[src/rtl/ets_frame_reader_if.sv]
// ets_frame_reader_if: buffer read port plus AXI-Stream master bundle.
// The DUT side is master; the buffer/sink side is slave.
interface ets_frame_reader_if;
  logic        r_valid;
  logic [8:0]  raddr;
  logic        r_occur;
  logic [31:0] rdata;
  logic        r_finish;
  logic [31:0] m_tdata;
  logic        m_tvalid;
  logic        m_tready;
  logic        m_tlast;

  modport master (
    input  r_valid, rdata, m_tready,
    output raddr, r_occur, r_finish,
    output m_tdata, m_tvalid, m_tlast
  );

  modport slave (
    output r_valid, rdata, m_tready,
    input  raddr, r_occur, r_finish,
    input  m_tdata, m_tvalid, m_tlast
  );
endinterface

[src/rtl/ets_frame_reader.sv]
// ets_frame_reader: drains a complete triple-buffer frame as AXI-Stream,
// then pulses r_finish to hand the read buffer back to the controller.
module ets_frame_reader #(
  parameter int MAX_TAP      = 448,
  parameter int RELEASE_WAIT = 2
) (
  input  logic        sys_clk,
  input  logic        reset,
  input  logic        en,
  input  logic        oneshot,
  ets_frame_reader_if.master bus,
  output logic        busy,
  output logic [31:0] frames_sent
);
  localparam int WW = $clog2(RELEASE_WAIT + 1);
  localparam logic [8:0] LAST = 9'(MAX_TAP - 1);
  localparam logic [WW-1:0] WAIT_LD = WW'(RELEASE_WAIT);

  typedef enum logic [1:0] {
    IDLE,
    READ,
    DRAIN,
    RELEASE
  } state_t;

  state_t        state_q;
  logic [8:0]    rd_ptr_q;
  logic [8:0]    beat_q;
  logic [WW-1:0] wait_q;
  logic          done_once_q;
  logic          r_finish_q;
  logic [31:0]   frames_q;

  logic [31:0]   mem_q [2];
  logic          wp_q;
  logic          rp_q;
  logic [1:0]    occ_q;
  logic [1:0]    occ_d;
  logic          inflight_q;

  logic          pop;
  logic          push;
  logic          rd_issue;
  logic [2:0]    level;

  assign pop   = bus.m_tvalid & bus.m_tready;
  assign push  = inflight_q;
  assign level = {1'b0, occ_q} + {2'b00, inflight_q};

  // A read may only be issued if its word is guaranteed a FIFO slot.
  assign rd_issue = (state_q == READ) &&
                    (level < (3'd2 + {2'b00, pop}));

  assign bus.raddr    = rd_ptr_q;
  assign bus.r_occur  = rd_issue;
  assign bus.r_finish = r_finish_q;
  assign bus.m_tdata  = mem_q[rp_q];
  assign bus.m_tvalid = (occ_q != 2'd0);
  assign bus.m_tlast  = (occ_q != 2'd0) && (beat_q == LAST);
  assign busy         = (state_q != IDLE);
  assign frames_sent  = frames_q;

  // Occupancy follows the write one cycle behind each issued read.
  always_comb begin
    occ_d = occ_q;
    unique case (1'b1)
      push && !pop: occ_d = occ_q + 2'd1;
      !push && pop: occ_d = occ_q - 2'd1;
      default:      occ_d = occ_q;
    endcase
  end

  // Two-entry output FIFO and read-return tracking.
  always_ff @(posedge sys_clk or posedge reset) begin
    if (reset) begin
      mem_q[0]   <= '0;
      mem_q[1]   <= '0;
      wp_q       <= 1'b0;
      rp_q       <= 1'b0;
      occ_q      <= 2'd0;
      inflight_q <= 1'b0;
    end else begin
      inflight_q <= rd_issue;
      if (push) begin
        mem_q[wp_q] <= bus.rdata;
        wp_q        <= ~wp_q;
      end
      if (pop) begin
        rp_q <= ~rp_q;
      end
      occ_q <= occ_d;
    end
  end

  // Frame sequencing, beat count, release pulse and oneshot gating.
  always_ff @(posedge sys_clk or posedge reset) begin
    if (reset) begin
      state_q     <= IDLE;
      rd_ptr_q    <= '0;
      beat_q      <= '0;
      wait_q      <= '0;
      done_once_q <= 1'b0;
      r_finish_q  <= 1'b0;
      frames_q    <= '0;
    end else begin
      r_finish_q <= 1'b0;
      if (pop) begin
        beat_q <= beat_q + 9'd1;
      end
      unique case (state_q)
        IDLE: begin
          if (en && bus.r_valid && !done_once_q) begin
            state_q  <= READ;
            rd_ptr_q <= '0;
          end
        end
        READ: begin
          if (rd_issue) begin
            if (rd_ptr_q == LAST) begin
              state_q  <= DRAIN;
              rd_ptr_q <= '0;
            end else begin
              rd_ptr_q <= rd_ptr_q + 9'd1;
            end
          end
        end
        DRAIN: begin
          if (pop && bus.m_tlast) begin
            state_q    <= RELEASE;
            r_finish_q <= 1'b1;
            wait_q     <= WAIT_LD;
            frames_q   <= frames_q + 32'd1;
            if (oneshot) begin
              done_once_q <= 1'b1;
            end
          end
        end
        RELEASE: begin
          if (wait_q == '0) begin
            state_q <= IDLE;
            beat_q  <= '0;
          end else begin
            wait_q <= wait_q - WW'(1);
          end
        end
        default: state_q <= IDLE;
      endcase
      if (!en) begin
        done_once_q <= 1'b0;
      end
    end
  end

  // The read throttle must make FIFO overflow impossible.
  a_no_overflow: assert property (
    @(posedge sys_clk) disable iff (reset)
    !(push && !pop && (occ_q == 2'd2))
  );
endmodule
[src/flat_wrapper.sv]
// flat-port wrapper written by rule: the top's interface ports become plain ports
module ets_frame_reader_flat 
#(
  parameter int MAX_TAP      = 448,
  parameter int RELEASE_WAIT = 2
)
  (sys_clk, reset, en, oneshot, busy, frames_sent, bus_r_valid, bus_rdata, bus_m_tready, bus_raddr, bus_r_occur, bus_r_finish, bus_m_tdata, bus_m_tvalid, bus_m_tlast);
  ets_frame_reader_if bus_i ();
  input  logic sys_clk;
  input  logic reset;
  input  logic en;
  input  logic oneshot;
  output logic busy;
  output logic [31:0] frames_sent;
  input wire logic [$bits(bus_i.r_valid)-1:0] bus_r_valid;
  input wire logic [$bits(bus_i.rdata)-1:0] bus_rdata;
  input wire logic [$bits(bus_i.m_tready)-1:0] bus_m_tready;
  output wire logic [$bits(bus_i.raddr)-1:0] bus_raddr;
  output wire logic [$bits(bus_i.r_occur)-1:0] bus_r_occur;
  output wire logic [$bits(bus_i.r_finish)-1:0] bus_r_finish;
  output wire logic [$bits(bus_i.m_tdata)-1:0] bus_m_tdata;
  output wire logic [$bits(bus_i.m_tvalid)-1:0] bus_m_tvalid;
  output wire logic [$bits(bus_i.m_tlast)-1:0] bus_m_tlast;
  assign bus_i.r_valid = bus_r_valid;
  assign bus_i.rdata = bus_rdata;
  assign bus_i.m_tready = bus_m_tready;
  assign bus_raddr = bus_i.raddr;
  assign bus_r_occur = bus_i.r_occur;
  assign bus_r_finish = bus_i.r_finish;
  assign bus_m_tdata = bus_i.m_tdata;
  assign bus_m_tvalid = bus_i.m_tvalid;
  assign bus_m_tlast = bus_i.m_tlast;
  ets_frame_reader #(.MAX_TAP(MAX_TAP), .RELEASE_WAIT(RELEASE_WAIT)) u_core (.sys_clk(sys_clk), .reset(reset), .en(en), .oneshot(oneshot), .bus(bus_i), .busy(busy), .frames_sent(frames_sent));
endmodule
[config.mk]
export PLATFORM = sky130hd
export DESIGN_NAME = ets_frame_reader_flat
export DESIGN_NICKNAME = d
export VERILOG_FILES = /design/src/rtl/ets_frame_reader_if.sv /design/src/rtl/ets_frame_reader.sv /design/src/flat_wrapper.sv
export SDC_FILE = /design/constraint.sdc
export NUM_CORES = 1
export LEC_CHECK = 0
export ABC_AREA = 1
export BUFFER_PORTS_ARGS = -buffer_cell sky130_fd_sc_hd__buf_4
export CAP_MARGIN = 10
export CORE_UTILIZATION = 60
export DETAILED_ROUTE_END_ITERATION = 8
export PLACE_DENSITY = 0.89
export SLEW_MARGIN = 40
export SYNTH_ARGS = -nofsm -noshare
export SYNTH_HDL_FRONTEND = slang
export SYNTH_SLANG_ARGS = --single-unit
[constraint.sdc]
create_clock -name sys_clk -period 5.7 [get_ports sys_clk]
set_input_delay 0.57 -clock sys_clk [delete_from_list [all_inputs] [get_ports sys_clk]]
set_output_delay 0.57 -clock sys_clk [all_outputs]
set_load 0.005 [all_outputs]
* Yosys cells after proc, flatten, opt, wreduce, memory -nomap -nowiden
Cells that the tools add are included.
Word-level totals: bits of input ports 38, flip-flop bits (word level) 125
Operators by class: equality and inequality tests 14, magnitude comparators 4, bitwise logic cells 5, reduce and logical (&&, ||, !) cells 23, muxes and demuxes 29, add/sub/neg operators 8
Operators by type and width (count):
- two-way mux 32 bit | 4
- bitwise mux 64 bit | 1
- two-way mux 9 bit | 6
- adder 32 x 1 -> 32 bit, second input constant | 1
- demux 32 bit (select 1 bit) | 1
- adder 9 x 1 -> 9 bit, second input constant | 2
- == test 9 bit, second input constant | 2
- one-hot mux 9 bit (2 select lines) | 1
- two-way mux 2 bit | 7
- inequality test 2 x 1 -> 1 bit, second input constant | 7
- nonzero test 2 bit | 5
- AND reduction 3 bit | 3
- logical AND 1 bit | 8
- one-hot mux 2 bit (2 select lines) | 2
- one-hot mux 2 bit (4 select lines) | 1
- two-way mux 1 bit | 6
- AND reduction 5 bit | 1
- == test 2 bit, second input constant | 2
- >= comparator 2 bit, second input constant | 2
- logical NOT 2 bit | 2
- inequality test 2 bit, second input constant | 2
- inverter 1 -> 2 bit | 2
- subtractor 2 x 1 -> 2 bit, second input constant | 2
- adder 2 x 1 -> 3 bit | 1
- 9 further kinds | 12

* Logic depth before layout (Yosys ltp)
depth in word-level cells 7, depth in mapped cells 10

* Worst setup path after synthesis
OpenSTA, ideal clock, no wires.
path type register to output, start point reg u_core.occ_q[0], end point out bus_r_occur, setup slack 3.956 ns, stages on the path, launching flop included 6, buffers on the path 0, data arrival time 1.174 ns, cell sequence dfrtp_1 ha_1 ha_1 nand2_1 nand2_1 nor2_1
On the way: longest elaborated chain between the ends 5, elaborated cells between the ends (all ways) 6, classes of those cells add/sub (2); order compare (1); bitwise (1); reduce/logical (2)
Ends and longest elaborated chain:
- start, declared | line ets_frame_reader.sv:37 | logic [1:0] occ_q;
- start signal, assigned | line ets_frame_reader.sv:80 | occ_q <= 2'd0;
- start signal, assigned | line ets_frame_reader.sv:91 | occ_q <= occ_d;
- nonzero test 2 bit | line ets_frame_reader.sv:58 | assign bus.m_tvalid = (occ_q != 2'd0);
- bitwise AND 1 bit | line ets_frame_reader.sv:46 | assign pop = bus.m_tvalid & bus.m_tready;
- adder 2 x 1 -> 3 bit | line ets_frame_reader.sv:52 | (level < (3'd2 + {2'b00, pop}));
- less-than comparator 3 bit (*) | line ets_frame_reader.sv:52
- logical AND 1 bit (*) | line ets_frame_reader.sv:51 | assign rd_issue = (state_q == READ) &&
- end, declared | line flat_wrapper.sv:19 | output wire logic [$bits(bus_i.r_occur)-1:0] bus_r_occur;
Every way passes the cells marked *; elsewhere a longest branch is shown, timed or not.

* Worst setup path after layout
start point reg u_core.rp_q, end point out bus_m_tdata[17]
On the way: longest elaborated chain between the ends 4
Ends and longest elaborated chain:
- start, declared | line ets_frame_reader.sv:36 | logic rp_q;
- start signal, assigned | line ets_frame_reader.sv:89 | rp_q <= ~rp_q;
- inverter 1 -> 2 bit (implied by the code) | line ets_frame_reader.sv:57 | assign bus.m_tdata = mem_q[rp_q];
- two-way mux 32 bit (implied by the code) (3 in series) | line ets_frame_reader.sv:57
- end, declared | line flat_wrapper.sv:21 | output wire logic [$bits(bus_i.m_tdata)-1:0] bus_m_tdata;
No other way between the ends. The select of a mux whose other input is x is not followed.

==> results.py <==
metrics = {
    "status": {
        "run_status": "finished, final reports clean",
    },
    "sta": {
        "worst_slack_ps": 3100,
        "slew_headroom_pct": 55.6,
        "period_share_pct": 45.7,
        "slew_viol_final": 0,
        "fmax_ghz": 0.384,
        "grt_setup_unrepaired": "no",
        "min_period_ps": 2600,
        "hold_violations": 0,
        "worst_slew_pin_slew_ps": 665,
        "worst_clock_skew_ps": 11.0,
        "setup_viol": 0,
        "fin_tns_setup_ps": 0,
        "timing.hold.ws_ps": 162,
    },
    "die": {
        "core_um2": 10400,
        "die_w_um": 105,
        "die_area_um2": 11100,
        "row_count": 37,
        "dieHeight_um": 105,
        "start_util_pct": 61.9,
        "io_pins": 116,
    },
    "finish": {
        "mostFrequentLayoutCell": "nand2_1",
        "layout_common_cells": "nand2_1, dfrtp_1, buf_4",
        "area_delta_synth_final_pct": 24.2,
        "antenna_cells": 0,
        "drive_gt1_share_pct": 17.7,
        "final-seq-area_um2": 3130,
        "multi_input_area_um2": 2860,
        "fillerInstances": 736,
        "fin_nets": 1006,
    },
    "worst_hold_path": {
        "worstHoldPathType": "input pin to async pin",
    },
    "worst_setup_path": {
        "cp.arrival_ps": 2030,
        "r2r_slack_ps": 3640,
        "critPathRequiredTime_ps": 5130,
        "crit_buf_inv": 2,
        "crit_top_cell": "nand2_1",
        "worstPathMaxFanout": 33,
        "worstSetupPathType": "flip-flop to primary output",
        "reg2regPathDepth": 8,
        "cp_top_family": "flip-flops",
        "reg2reg_from": "u_core.beat_q[1]$_DFF_PP0_",
        "end_kind": "primary output",
        "regToRegEndpoint": "u_core.frames_sent[12]$_DFFE_PP0P_",
        "crit_path_max_incr_delay_ps": 740,
        "critPathLaunchType": "flip-flop",
        "crit_chain": "inv_2, nand2_1, nand2_1, buf_4",
        "crit_slowest_cell": "dfrtp_2",
    },
    "grt": {
        "antenna_found_initial": 0,
        "grt_start_max_net_pins": 79,
        "grt_pass1_vias": 5519,
        "grt_pass1_wl_um": 25500,
        "grt_usage_pct": 28.8,
        "grt_remaining_overflow": 0,
    },
    "synthesis": {
        "ys_seq_area_share_pct": 48.7,
        "ys_warn_count": 0,
        "synthTopCellsByArea": "dfrtp_1, nand2_1, o21ai_0",
        "synth_area_per_cell_um2": 7.58,
        "ys_types": 32,
        "synth-seq-cells": 125,
        "postSynthCellCount": 847,
        "synth_top_area_cell": "dfrtp_1",
        "synth_nets": 896,
        "synth.top_cell.area_share_pct": 48.7,
        "synth_area_um2": 6420,
    },
    "cts": {
        "clkTransAtPathRegs_ps": 60,
        "ctsHoldBuffers": 0,
        "worstSkewPairLatency_ps": 520,
        "numClockSinks": 125,
        "postCtsSetupBuffers": 0,
        "cts_resized": 0,
        "cts-root-buf": "clkbuf_8",
        "numCtsBuffers": 17,
        "htree_levels": 4,
        "clock_path_buffers": 2,
        "cts_tree": "built",
    },
    "power": {
        "powerDensity_nw_per_um2": 458,
        "leakagePower_uw": 0.00423,
        "irDropWorstVdd_mv": 0.230,
        "p_total_uw": 3650,
    },
    "route": {
        "firstDrtPassIters": 5,
        "drc": 0,
        "vias": 5827,
        "wl_per_cell_um": 13.7,
        "antenna_left": 0,
        "drt_iter0_drc": 435,
        "routed_wl_um": 15100,
        "viasPerCell": 5.27,
    },
    "placement": {
        "gp_congestion": 0.938,
        "dp_slack_ps": 3040,
        "io_buffer_count": 115,
        "post-dp-hpwl_um": 9970,
    },
    "run": {
        "cap_violations": 0,
    },
}
-- worst max path at each step --
| stage | cells after the start | start | end | slack [ps] |
|---|---|---|---|---|
| 3_5_place_dp | 4 | u_core.rp_q$_DFFE_PP0P_ | bus_m_tdata[17] | 3040 |
| 2_1_floorplan | 1 | reset | u_core.beat_q[0]$_DFF_PP0_ | 1800 |
| 3_3_place_gp | 4 | u_core.rp_q$_DFFE_PP0P_ | bus_m_tdata[23] | 2670 |
| 5_1_grt | 4 | u_core.rp_q$_DFFE_PP0P_ | bus_m_tdata[15] | 2930 |
| 6_report | 4 | u_core.rp_q$_DFFE_PP0P_ | bus_m_tdata[17] | 3100 |
| 4_1_cts | 4 | u_core.rp_q$_DFFE_PP0P_ | bus_m_tdata[17] | 2490 |
-- synth_stat cells --
cell	instances
nor4_1	1
clkbuf_1	21
xor2_1	14
a22oi_1	1
or2_2	2
o21ai_1	2
nor3_1	15
nand3_4	1
nand3_2	1
nand4_1	12
a21oi_1	9
nand2_1	351
nand3_1	22
clkinv_1	1
dfrtp_1	125
o21bai_1	2
nand2_2	5
buf_6	1
nor2_1	55
nor3b_1	1
nand2_4	2
buf_2	3
xnor2_1	3
o21ai_0	81
a21boi_1	1
nor2_8	2
ha_1	11
inv_1	86
nand3b_1	8
xnor2_2	4
inv_2	3
nor3_4	1
-- area by class of cell --
| class | instances | share of cell area [%] |
|---|---|---|
| Inverter | 90 | 4.30 |
| Multi-Input combinational cell | 607 | 35.9 |
| Sequential cell | 125 | 39.2 |
| Timing Repair Buffer | 116 | 10.9 |
| Tap cell | 136 | 2.13 |
| Clock inverter | 14 | 2.31 |
| Clock buffer | 18 | 5.24 |
-- sequential cells by signal (all words and copies together) (netlist names) --
| register | count |
|---|---|
| u_core.beat_q | 9 |
| u_core.occ_q | 2 |
| u_core.frames_sent | 32 |
| u_core.bus.raddr | 9 |
| u_core.wp_q | 1 |
| u_core.mem_q | 64 |
| u_core.inflight_q | 1 |
| u_core.state_q | 2 |
| u_core.bus.r_finish | 1 |
| u_core.done_once_q | 1 |
| u_core.wait_q | 2 |
| u_core.rp_q | 1 |
-- power by group --
part,switching [uW],total [uW],internal (uW)
clock,414,1090,674
combinational,643,1160,517
sequential,230,1410,1180
total,1290,3650,2370
-- through the flow --
| step | cell area (um^2) | cells | utilization (%) |
|---|---|---|---|
| 4_1_cts | 7980 | 1106 | 76.9 |
| 6_report | 7980 | 1106 | 76.9 |
| 3_5_place_dp | 7370 | 1074 | 71.1 |
| 5_1_grt | 7980 | 1106 | 76.9 |
| 3_3_place_gp | 7360 | 1074 | 71.0 |
| 2_1_floorplan | 6420 | 847 | - |
-- cells by family after synthesis --
family | synth area share (%)
flops | 48.7
xor+xnor | 3.33
buf+inv | 6.90
compound gates | 7.64
fa+ha+maj | 2.14
simple gates | 31.3
-- per-layer routing --
| layer | vias to the layer above | part of all wire, % | track usage [%] |
|---|---|---|---|
| met5 | - | 0 | 0 |
| met4 | 0 | 2.1 | 11.1 |
| met3 | 35 | 6.1 | 4.82 |
| met2 | 214 | 48 | 46.8 |
| met1 | 2711 | 44 | 38.7 |
| li1 | 2867 | - | - |
Note: power is estimated with default switching activity, not from simulation.
